**config.mk**
```make
export PLATFORM = sky130hd
export DESIGN_NAME = pipe_skid_reg
export DESIGN_NICKNAME = d
export VERILOG_FILES = /design/src/rtl/pipe_pkg.sv /design/src/rtl/pipe_slot.sv /design/src/rtl/pipe_skid_reg.sv
export SDC_FILE = /design/constraint.sdc
export NUM_CORES = 1
export LEC_CHECK = 0
export ABC_CLOCK_PERIOD_IN_PS = 3700
export CORE_UTILIZATION = 50
export CTS_CLUSTER_DIAMETER = 30
export DETAILED_ROUTE_END_ITERATION = 10
export GPL_ROUTABILITY_DRIVEN = 0
export PLACE_DENSITY = 0.91
export SLEW_MARGIN = 40
export SYNTH_ARGS = -nofsm -noshare
export SYNTH_HDL_FRONTEND = slang
export SYNTH_SLANG_ARGS = --single-unit
```
**constraint.sdc**
```tcl
create_clock -name clk -period 3.7 [get_ports clk]
set_input_delay 0.555 -clock clk [delete_from_list [all_inputs] [get_ports clk]]
set_output_delay 0.555 -clock clk [all_outputs]
set_load 0.02 [all_outputs]
```
**src/rtl/pipe_pkg.sv**
```systemverilog
// Shared constants and entry type for the write-back skid register slice.
package pipe_pkg;

    localparam int unsigned DEF_DATA_W     = 32;
    localparam int unsigned DEF_REG_ADDR_W = 5;
    localparam int unsigned DEF_PAYLOAD_W  = 8;

    localparam logic [DEF_REG_ADDR_W-1:0] NOP_WD    = '0;
    localparam logic [DEF_DATA_W-1:0]     ZERO_WORD = '0;

    typedef struct packed {
        logic [DEF_REG_ADDR_W-1:0] wd;
        logic                      wreg;
        logic [DEF_DATA_W-1:0]     wdata;
        logic [DEF_PAYLOAD_W-1:0]  payload;
    } entry_t;

endpackage

```
**src/rtl/pipe_slot.sv**
```systemverilog
// One entry register with load/clear; a cleared or reset slot holds all-zero data.
module pipe_slot #(
    parameter int unsigned W = 8
) (
    input  logic         clk,
    input  logic         rst,
    input  logic         load,
    input  logic         clear,
    input  logic [W-1:0] d,
    output logic         valid,
    output logic [W-1:0] q
);

    logic         valid_d, valid_q;
    logic [W-1:0] data_d,  data_q;

    // Clear wins over load so a flush never leaves stale data behind.
    always_comb begin
        valid_d = valid_q;
        data_d  = data_q;
        if (clear) begin
            valid_d = 1'b0;
            data_d  = '0;
        end else if (load) begin
            valid_d = 1'b1;
            data_d  = d;
        end
    end

    always_ff @(posedge clk) begin
        if (rst) begin
            valid_q <= 1'b0;
            data_q  <= '0;
        end else begin
            valid_q <= valid_d;
            data_q  <= data_d;
        end
    end

    assign valid = valid_q;
    assign q     = data_q;

endmodule

```
**src/rtl/pipe_skid_reg.sv**
```systemverilog
// Two-entry skid register slice for write-back entries (head + skid, in order).
// Optional bypass outputs enabled by macro PIPE_SKID_FWD_EN.
module pipe_skid_reg
    import pipe_pkg::*;
#(
    parameter int unsigned DATA_W     = 32,
    parameter int unsigned REG_ADDR_W = 5,
    parameter int unsigned PAYLOAD_W  = 8
) (
    input  logic                  clk,
    input  logic                  rst,
    input  logic                  flush,
    input  logic                  in_valid,
    output logic                  in_ready,
    input  logic [REG_ADDR_W-1:0] in_wd,
    input  logic                  in_wreg,
    input  logic [DATA_W-1:0]     in_wdata,
    input  logic [PAYLOAD_W-1:0]  in_payload,
    output logic                  out_valid,
    input  logic                  out_ready,
    output logic [REG_ADDR_W-1:0] out_wd,
    output logic                  out_wreg,
    output logic [DATA_W-1:0]     out_wdata,
    output logic [PAYLOAD_W-1:0]  out_payload,
    output logic [1:0]            occupancy
`ifdef PIPE_SKID_FWD_EN
   ,output logic                  fwd_wreg,
    output logic [REG_ADDR_W-1:0] fwd_wd,
    output logic [DATA_W-1:0]     fwd_wdata
`endif
);

    localparam int unsigned ENTRY_W = PAYLOAD_W + DATA_W + 1 + REG_ADDR_W;

    logic [ENTRY_W-1:0] in_entry, head_in, head_q, skid_q;
    logic               head_v, skid_v, head_v_d, skid_v_d;
    logic               head_load, head_clear, skid_load, skid_clear;
    logic               push, pop;
    logic [1:0]         occ_d, occ_q;

    assign in_entry = {in_payload, in_wdata, in_wreg, in_wd};
    assign in_ready = ~skid_v;
    assign push     = in_valid & in_ready;
    assign pop      = head_v & out_ready;
    assign head_in  = skid_v ? skid_q : in_entry;

    // Slot control; flush overrides everything, skid only fills when the head stalls.
    always_comb begin
        head_load  = 1'b0;
        head_clear = 1'b0;
        skid_load  = 1'b0;
        skid_clear = 1'b0;
        head_v_d   = head_v;
        skid_v_d   = skid_v;
        if (flush) begin
            head_clear = 1'b1;
            skid_clear = 1'b1;
            head_v_d   = 1'b0;
            skid_v_d   = 1'b0;
        end else if (skid_v) begin
            if (pop) begin
                head_load  = 1'b1;
                skid_clear = 1'b1;
                skid_v_d   = 1'b0;
            end
        end else if (head_v) begin
            if (push && pop) begin
                head_load = 1'b1;
            end else if (push) begin
                skid_load = 1'b1;
                skid_v_d  = 1'b1;
            end else if (pop) begin
                head_clear = 1'b1;
                head_v_d   = 1'b0;
            end
        end else if (push) begin
            head_load = 1'b1;
            head_v_d  = 1'b1;
        end
        occ_d = 2'(head_v_d) + 2'(skid_v_d);
    end

    always_ff @(posedge clk) begin
        if (rst) occ_q <= 2'd0;
        else     occ_q <= occ_d;
    end

    pipe_slot #(.W(ENTRY_W)) u_head (
        .clk   (clk),
        .rst   (rst),
        .load  (head_load),
        .clear (head_clear),
        .d     (head_in),
        .valid (head_v),
        .q     (head_q)
    );

    pipe_slot #(.W(ENTRY_W)) u_skid (
        .clk   (clk),
        .rst   (rst),
        .load  (skid_load),
        .clear (skid_clear),
        .d     (in_entry),
        .valid (skid_v),
        .q     (skid_q)
    );

    // Head slot is zero whenever invalid, so outputs form a NOP bubble for free.
    assign out_valid = head_v;
    assign {out_payload, out_wdata, out_wreg, out_wd} = head_q;
    assign occupancy = occ_q;

`ifdef PIPE_SKID_FWD_EN
    // Youngest valid entry feeds the bypass network.
    always_comb begin
        fwd_wreg  = 1'b0;
        fwd_wd    = REG_ADDR_W'(NOP_WD);
        fwd_wdata = DATA_W'(ZERO_WORD);
        if (skid_v) begin
            fwd_wd    = skid_q[REG_ADDR_W-1:0];
            fwd_wreg  = skid_q[REG_ADDR_W];
            fwd_wdata = skid_q[REG_ADDR_W+1 +: DATA_W];
        end else if (head_v) begin
            fwd_wd    = head_q[REG_ADDR_W-1:0];
            fwd_wreg  = head_q[REG_ADDR_W];
            fwd_wdata = head_q[REG_ADDR_W+1 +: DATA_W];
        end
    end
`endif

endmodule

```
==> Flow_metrics.wiki, run 1 <==
{| class="wikitable"
! Metric !! Value
|-
| Result of the run || finished with violations
|-
| Violated checks || design-rule violations
|-
| Detail-routed via count per cell || between 5 and 6
|-
| Initial Utilization || 52.0%
|-
| Average wire per standard cell || 17.1 um
|-
| Maximum root-to-sink buffer count || 2
|-
| Max-cap violations || 0
|-
| WL met1 || 4900 um
|-
| Skew-Pair Late Insertion Delay || about 350 ps
|-
| DR pass1 iterations || 8
|-
| Number of nets in the layout || ~600
|-
| Synthesized area || roughly 4600 um^2
|-
| Count of port buffers added during placement || 100
|-
| Resize count post-CTS || 0
|-
| Number of pins exceeding their max-slew limit in the final report || 0
|-
| Core area || 8810 um^2
|-
| Leading post-synthesis cells by instance count || dfxtp_1 (96), a211oi_1 (63), a21oi_1 (50)
|-
| Peak fanout along the critical path || 48
|-
| Wire length of the first global-routing pass || 18900 um
|-
| Antenna Diode Count || 0
|-
| Final instance area || 5790 um^2
|-
| Setup skew after layout || 7.12 ps
|-
| Normalized max-slew margin || 52.0%
|-
| Placement-stage cell area || around 5600 um^2
|-
| Proportion of synthesized flip-flops having asynchronous set or reset || 0%
|-
| Largest voltage drop on the vdd net || 242 uV
|-
| Estimated wirelength of the detail-placed design || 7350 um
|-
| CP endpoint kind || register
|-
| Io pins || 101
|-
| Fin. Hold Viols || 0
|-
| Number of warning messages in the yosys log || 0
|-
| Chip height || approximately 100 um
|-
| Setup repair after global routing missed its margin || false
|-
| Post-Synthesis Net Count || 549
|-
| Cell Pwr Density || 363 nW/um^2
|-
| Largest area contributor in the synthesized netlist || dfxtp_1
|-
| Biggest area contributors in the synthesized netlist || dfxtp_1 (42%), mux2_2 (11%), a211oi_1 (10%)
|-
| Residual antenna-violating net count after detailed routing || 0
|-
| Global routing usage summed across all routing layers || 24.6%
|-
| Worst path required time || 3950 ps
|-
| Type of the worst setup path || in -> reg
|-
| Die Footprint || 9540 um^2
|-
| Shortest clock period the worst path allows after layout || 2520 ps
|-
| Post-synthesis register bit count || 96
|-
| Sequential cell area || approximately 1900 um^2
|-
| Number of antenna violations at the first check in global routing || 0
|-
| Leakage power total || about 1.7 nW
|-
| Met2 WL || 5610 um
|-
| Post-detailed-routing wire length || about 11000 um
|-
| Achievable Freq || 0.398 GHz
|-
| CTS Hold Buffers Added || 0
|-
| Buffers inserted by post-CTS timing repair || 0
|-
| Multi-input combinational cell area || about 2200 um^2
|-
| Average cell area after synthesis || just over 9 um^2
|-
| GRT overflow || 0
|-
| Crit path launch type || primary input
|-
| Gate count of the mapped netlist || 497
|-
| Number of enable-type register cells in the synthesized netlist || 0
|-
| Endpoints failing setup || 0
|-
| Clock tree from TritonCTS || yes
|-
| Met3 layer wire length in the routed design || roughly 740 um
|-
| Topmost layer with routed signal wires || met4
|-
| Cell at the root of the clock tree || clkbuf_8
|-
| H-tree depth reported by CTS || 3
|-
| Number of buffers created by CTS || 9
|-
| Main synth FF type || dfxtp_1
|-
| Library cells used by synthesis || 23
|-
| Path class of the lowest-slack min-delay path || reg -> reg
|-
| Share of Yosys cell area claimed by the top area cell type || roughly two fifths
|-
| Cell with the most instances after synthesis || dfxtp_1
|-
| Ratio of final minimum period to clock period || 68.0%
|-
| Total Negative Setup Slacks || 0 ps
|-
| Row count || 34
|-
| Sequential share of the synthesized area || 42.0%
|-
| Count of fill cells added during filler insertion || 698
|-
| Starting DRC count in detailed routing || 196
|-
| Inst Count DP || roughly 660
|-
| Pin count of the biggest net entering global routing || 49
|-
| Clock transition at the registers of the reported paths || approximately 90 ps
|-
| Growth of design area from synthesis to finish || 26.5%
|-
| Vias || 3979
|-
| Transition time at the pin with the least slew margin || 721 ps
|-
| Worst path arrival time || about 2800 ps
|-
| Share of post-route cells with drive strength above 1 || 19.4%
|-
| Non-filler instance count after layout || 674
|-
| Width of the die || 97.7 um
|-
| Via count of the first global-routing pass || ~3800
|-
| TritonCTS sink count || 96
|-
| DR DRC count || 16
|}
## metal layers
layer	track usage (%)	up-vias
li1	-	1917
met1	31.9	1880
met2	39.9	160
met3	5.04	22
met4	9.56	0
met5	0	-
## worst max-delay path, cell delays in order
cell and delay [ps]:
buf_2 560, nand2_2 540, a21o_2 520, buf_12 260
a211oi_1 310
## cells in the final DEF, fill, tap and decap left out, types with 2 or more instances in the layout
cell type and instances:
a21oi_1 50, o21ai_0 47, nor2_1 2, clkbuf_8 9, nor2b_1 2, dfxtp_1 95, buf_12 2, mux2_2 46
nand3_1 46, inv_1 48, clkinv_2 2, bufinv_16 2, buf_4 6, a211oi_1 63, a211oi_2 29, clkdlybuf4s50_1 99
## sequential cells by signal, indices dropped and copies added (netlist names)
register      count
u_skid.valid      1
u_head.q         46
u_head.valid      1
u_skid.q         46
occupancy         2
## area by class of cell
type	count	share of cell area (%)
clock buffers	9	2.14
clock inverters	7	1.64
inverters	49	3.17
multi-input cells	296	38.4
flip-flops and latches	96	33.2
well taps	108	2.33
repair buffers	109	19.1
## report_power, final
| part | switching [mW] | leakage [nW] | total [mW] | internal, mW |
|---|---|---|---|---|
| combinational | 0.151 | 0.851 | 0.285 | 0.134 |
| sequential | 0.0107 | 0.778 | 1.06 | 1.05 |
| clock | 0.374 | 0.110 | 0.756 | 0.382 |
| total | 0.535 | 1.74 | 2.10 | 1.57 |
## final timing paths
check	cells after the start	slack, ps	to	start
setup / recovery	5	1180	u_head.q[15]$_SDFFE_PP0P_	out_ready
hold / removal	2	460	u_head.q[22]$_SDFFE_PP0P_	u_head.q[22]$_SDFFE_PP0P_
setup reg to reg	4	1580	u_head.q[15]$_SDFFE_PP0P_	u_head.valid$_SDFFE_PP0P_
hold reg to reg	2	460	u_head.q[22]$_SDFFE_PP0P_	u_head.q[22]$_SDFFE_PP0P_
## kinds of logic after synthesis
logic type                 count (synthesis)  synth area share, %
and+or+nand+nor                           56                 6.45
buffers and inverters                    105                 10.5
adders and majority gates                  1                0.273
AOI/OAI and AO/OA                        193                 29.5
DFF                                       96                 42.0
muxes                                     46                 11.3
## per-stage QoR
step / utilization (%) / total power, mW / hold WS (ps) / worst slack, ps
6_report: 65.8 / 2.10 / 463 / 1180
5_1_grt: 65.8 / 2.17 / 486 / 1070
4_1_cts: 65.8 / 2.11 / 467 / 1250
3_3_place_gp: 62.9 / 1.36 / 449 / 840
3_5_place_dp: 63.3 / 1.37 / 449 / 889
2_1_floorplan: - / 1.24 / 450 / 1850
(Power assumes the default switching activity.)
==> run 2: changes to the inputs <==
--- a/config.mk
+++ b/config.mk
@@ -5,12 +5,12 @@
 export SDC_FILE = /design/constraint.sdc
 export NUM_CORES = 1
 export LEC_CHECK = 0
-export ABC_CLOCK_PERIOD_IN_PS = 3700
-export CORE_UTILIZATION = 50
+export ABC_CLOCK_PERIOD_IN_PS = 2300
+export CORE_UTILIZATION = 46
 export CTS_CLUSTER_DIAMETER = 30
 export DETAILED_ROUTE_END_ITERATION = 10
 export GPL_ROUTABILITY_DRIVEN = 0
-export PLACE_DENSITY = 0.91
+export PLACE_DENSITY = 0.89
 export SLEW_MARGIN = 40
 export SYNTH_ARGS = -nofsm -noshare
 export SYNTH_HDL_FRONTEND = slang
==> constraint.sdc (replaced) <==
create_clock -name clk -period 2.3 [get_ports clk]
set_input_delay 0.345 -clock clk [delete_from_list [all_inputs] [get_ports clk]]
set_output_delay 0.345 -clock clk [all_outputs]
set_load 0.02 [all_outputs]
==> run 2 against run 1 <==
  * Power is 48% higher
  * First-iteration DRC count is 17% higher
  * Largest cell class unchanged
  * Flip-flop and latch count stayed put
  * Final cell count is 4.9% higher
  * Register-to-register slack worse by 1200 ps
  * Sequential share of layout area is 0.18 points lower
  * Clock skew is 2.6 ps higher
  * Cell area is 0.54% higher
  * Die area is 8.5% higher
  * The run now ends clean
==> Flow_metrics.wiki, run 2 (synthesized netlist as in run 1, its figures left out) <==
{| class="wikitable"
! Metric !! Value
|-
| Cell Pwr Density || 536 nW/um^2 (+48%)
|-
| Setup repair after global routing missed its margin || false
|-
| End of the worst register-to-register path || u_head.q[10]$_SDFFE_PP0P_
|-
| Clock transition at the registers of the reported paths || 90 ps (about the same)
|-
| Number of pins exceeding their max-slew limit in the final report || 0 (unchanged)
|-
| Cell at the root of the clock tree || clkbuf_8
|-
| Residual antenna-violating net count after detailed routing || 0 (unchanged)
|-
| Number of cells traversed by the worst hold path || 2 (unchanged)
|-
| Via count of the first global-routing pass || 3969 (+3.5%)
|-
| Shortest clock period the worst path allows after layout || a little under 2000 ps
|-
| Transition time at the pin with the least slew margin || 566 ps (-155 ps)
|-
| Leakage power total || 1.75 nW (+0.61%)
|-
| Core area || 9730 um^2 (+10%)
|-
| Number of nets in the layout || 623 (+1.6%)
|-
| DR DRC count || 0 (-16)
|-
| Result of the run || finished clean
|-
| Row count || 36 (+5.9%)
|-
| Wire length of the first global-routing pass || 19100 um (+0.62%)
|-
| Most frequent cells in the layout || clkdlybuf4s50_1 (99), dfxtp_1 (95), a211oi_1 (63)
|-
| Longest individual stage delay on the worst path || 710 ps (+150 ps)
|-
| Cell family with most CP delay || buffers and inverters
|-
| Fin. Hold Viols || 0 (unchanged)
|-
| Normalized max-slew margin || 62.3% (+10 points)
|-
| Worst path required time || 1960 ps (-1990 ps)
|-
| Type of the worst setup path || reg -> out
|-
| Critical path cell sequence || clkdlybuf4s50_1
|-
| Chip height || 102 um (+4.2%)
|-
| Max-cap violations || 0 (unchanged)
|-
| Path class of the lowest-slack min-delay path || reg -> reg
|-
| Initial Utilization || 47.1% (-4.9 points)
|-
| CP endpoint kind || primary output
|-
| Average wire per standard cell || 16.6 um (-2.4%)
|-
| GRT overflow || 0 (unchanged)
|-
| Io pins || 101 (unchanged)
|-
| Detail-routed via count per cell || 5.80 (-1.7%)
|-
| Starting DRC count in detailed routing || 229 (+17%)
|-
| H-tree depth reported by CTS || 3 (unchanged)
|-
| Buffers inserted by post-CTS timing repair || 0 (unchanged)
|-
| Startpoint of the worst-slack reg-to-reg timing path || u_head.valid$_SDFFE_PP0P_
|-
| Setup skew after layout || 9.68 ps (+2.55 ps)
|-
| Total Negative Setup Slacks || 0 ps (unchanged)
|-
| Pin count of the biggest net entering global routing || 50 (+2.0%)
|-
| Number of buffers created by CTS || 9 (unchanged)
|-
| TritonCTS sink count || 96 (unchanged)
|-
| Width of the die || 102 um (+4.2%)
|-
| Number of antenna violations at the first check in global routing || 0 (unchanged)
|-
| Utilization after layout || 59.9% (-5.9 points)
|-
| Antenna Diode Count || 0 (unchanged)
|-
| Cell count of the worst reg-to-reg path || 5 (+1)
|-
| Share of post-route cells with drive strength above 1 || 20.4% (+0.95 points)
|-
| Largest voltage drop on the vdd net || 262 uV (+8.3%)
|-
| Peak fanout along the critical path || 8 (-83%)
|-
| Growth of design area from synthesis to finish || 27.2%
|-
| Skew-Pair Late Insertion Delay || 360 ps (about the same)
|-
| DR pass1 iterations || 4 (-4)
|-
| Vias || 4101 (+3.1%)
|-
| Launch instance of the worst min-delay path || u_head.q[11]$_SDFFE_PP0P_
|-
| CTS Hold Buffers Added || 0 (unchanged)
|-
| Resize count post-CTS || 0 (unchanged)
|-
| Clock tree from TritonCTS || yes
|-
| Bufs and invs on worst path || 1 (-1)
|-
| Global routing usage summed across all routing layers || 23.4% (-1.2 points)
|-
| Post-detailed-routing wire length || 11800 um (+2.4%)
|-
| Endpoints failing setup || 0 (unchanged)
|-
| Endpoint, Worst Hold || u_head.q[11]$_SDFFE_PP0P_
|-
| Achievable Freq || 0.520 GHz
|-
| Ratio of final minimum period to clock period || between 80% and 90%
|-
| Crit path launch type || register
|-
| Die Footprint || 10400 um^2 (+8.5%)
|-
| Commonest non-fill, non-tap cell in the layout || clkdlybuf4s50_1
|-
| Maximum root-to-sink buffer count || 2 (unchanged)
|-
| Estimated wirelength of the detail-placed design || 7840 um (+6.7%)
|-
| Library cell contributing the largest single delay on the critical path || clkdlybuf4s50_1
|-
| Count of port buffers added during placement || 100 (unchanged)
|-
| Worst reg-to-reg setup slack || 400 ps (-1180 ps)
|-
| Worst path arrival time || 1580 ps (-1190 ps)
|}
## run 2: cell types whose count changed in the layout (fill, tap and decap cells not counted), sizes merged
cell	change
clkinv	-2
clkbuf	+2
buf	+10
bufinv	-2
## run 2: final cells by class
cell class	instances	area (um^2)
repair buffers	119	1180
clock buffers	11	131
well taps	133	166
fillers	850	3910
inverters	49	184
flip-flops and latches	96	1920
clock inverters	3	21.3
multi-input cells	296	2220
## run 2: per-stage QoR
step | setup slack, ps | hold slack (ps) | instance area, um^2 | power [mW] | cells
after floorplan | 659 | 417 | 4580 | 2.00 | 497
after global placement | 354 | 447 | 5630 | 2.19 | 691
after detailed placement | 279 | 445 | 5670 | 2.22 | 693
after CTS | 372 | 469 | 5820 | 3.14 | 707
after global routing | 303 | 481 | 5820 | 3.25 | 707
final | 375 | 463 | 5820 | 3.12 | 707
## run 2: worst max-delay path by stage
stage | from | endpoint | slack, ps | depth (start not counted)
global route | u_head.valid$_SDFFE_PP0P_ | u_head.q[23]$_SDFFE_PP0P_ | 300 | 5
global placement | flush | u_skid.q[30]$_SDFFE_PP0P_ | 350 | 5
detailed placement | flush | u_skid.q[41]$_SDFFE_PP0P_ | 280 | 5
floorplan | out_ready | occupancy[0]$_SDFF_PP0_ | 660 | 7
CTS | u_head.valid$_SDFFE_PP0P_ | out_valid | 370 | 1
finish | u_head.valid$_SDFFE_PP0P_ | out_valid | 380 | 1
## run 2: where the power goes
group | total [mW] | internal, mW | switching (mW) | leakage, nW
clock network | 0.943 | 0.382 | 0.561 | 0.0752
registers | 1.71 | 1.69 | 0.0171 | 0.778
logic | 0.470 | 0.221 | 0.249 | 0.896
## run 2: worst min-delay path: cells and delay by family, from the launching register on
| family | cells | cell delay [ps] |
|---|---|---|
| flops | 1 | 320 |
| buf+inv | 1 | 50 |
| compound gates | 1 | 50 |
## run 2: per-layer routing
metal	share of wire [%]	global-route usage, %
met3	6.5	4.14
met2	49	39.4
met5	0	0
met1	44	30.6
met4	1.1	6.69
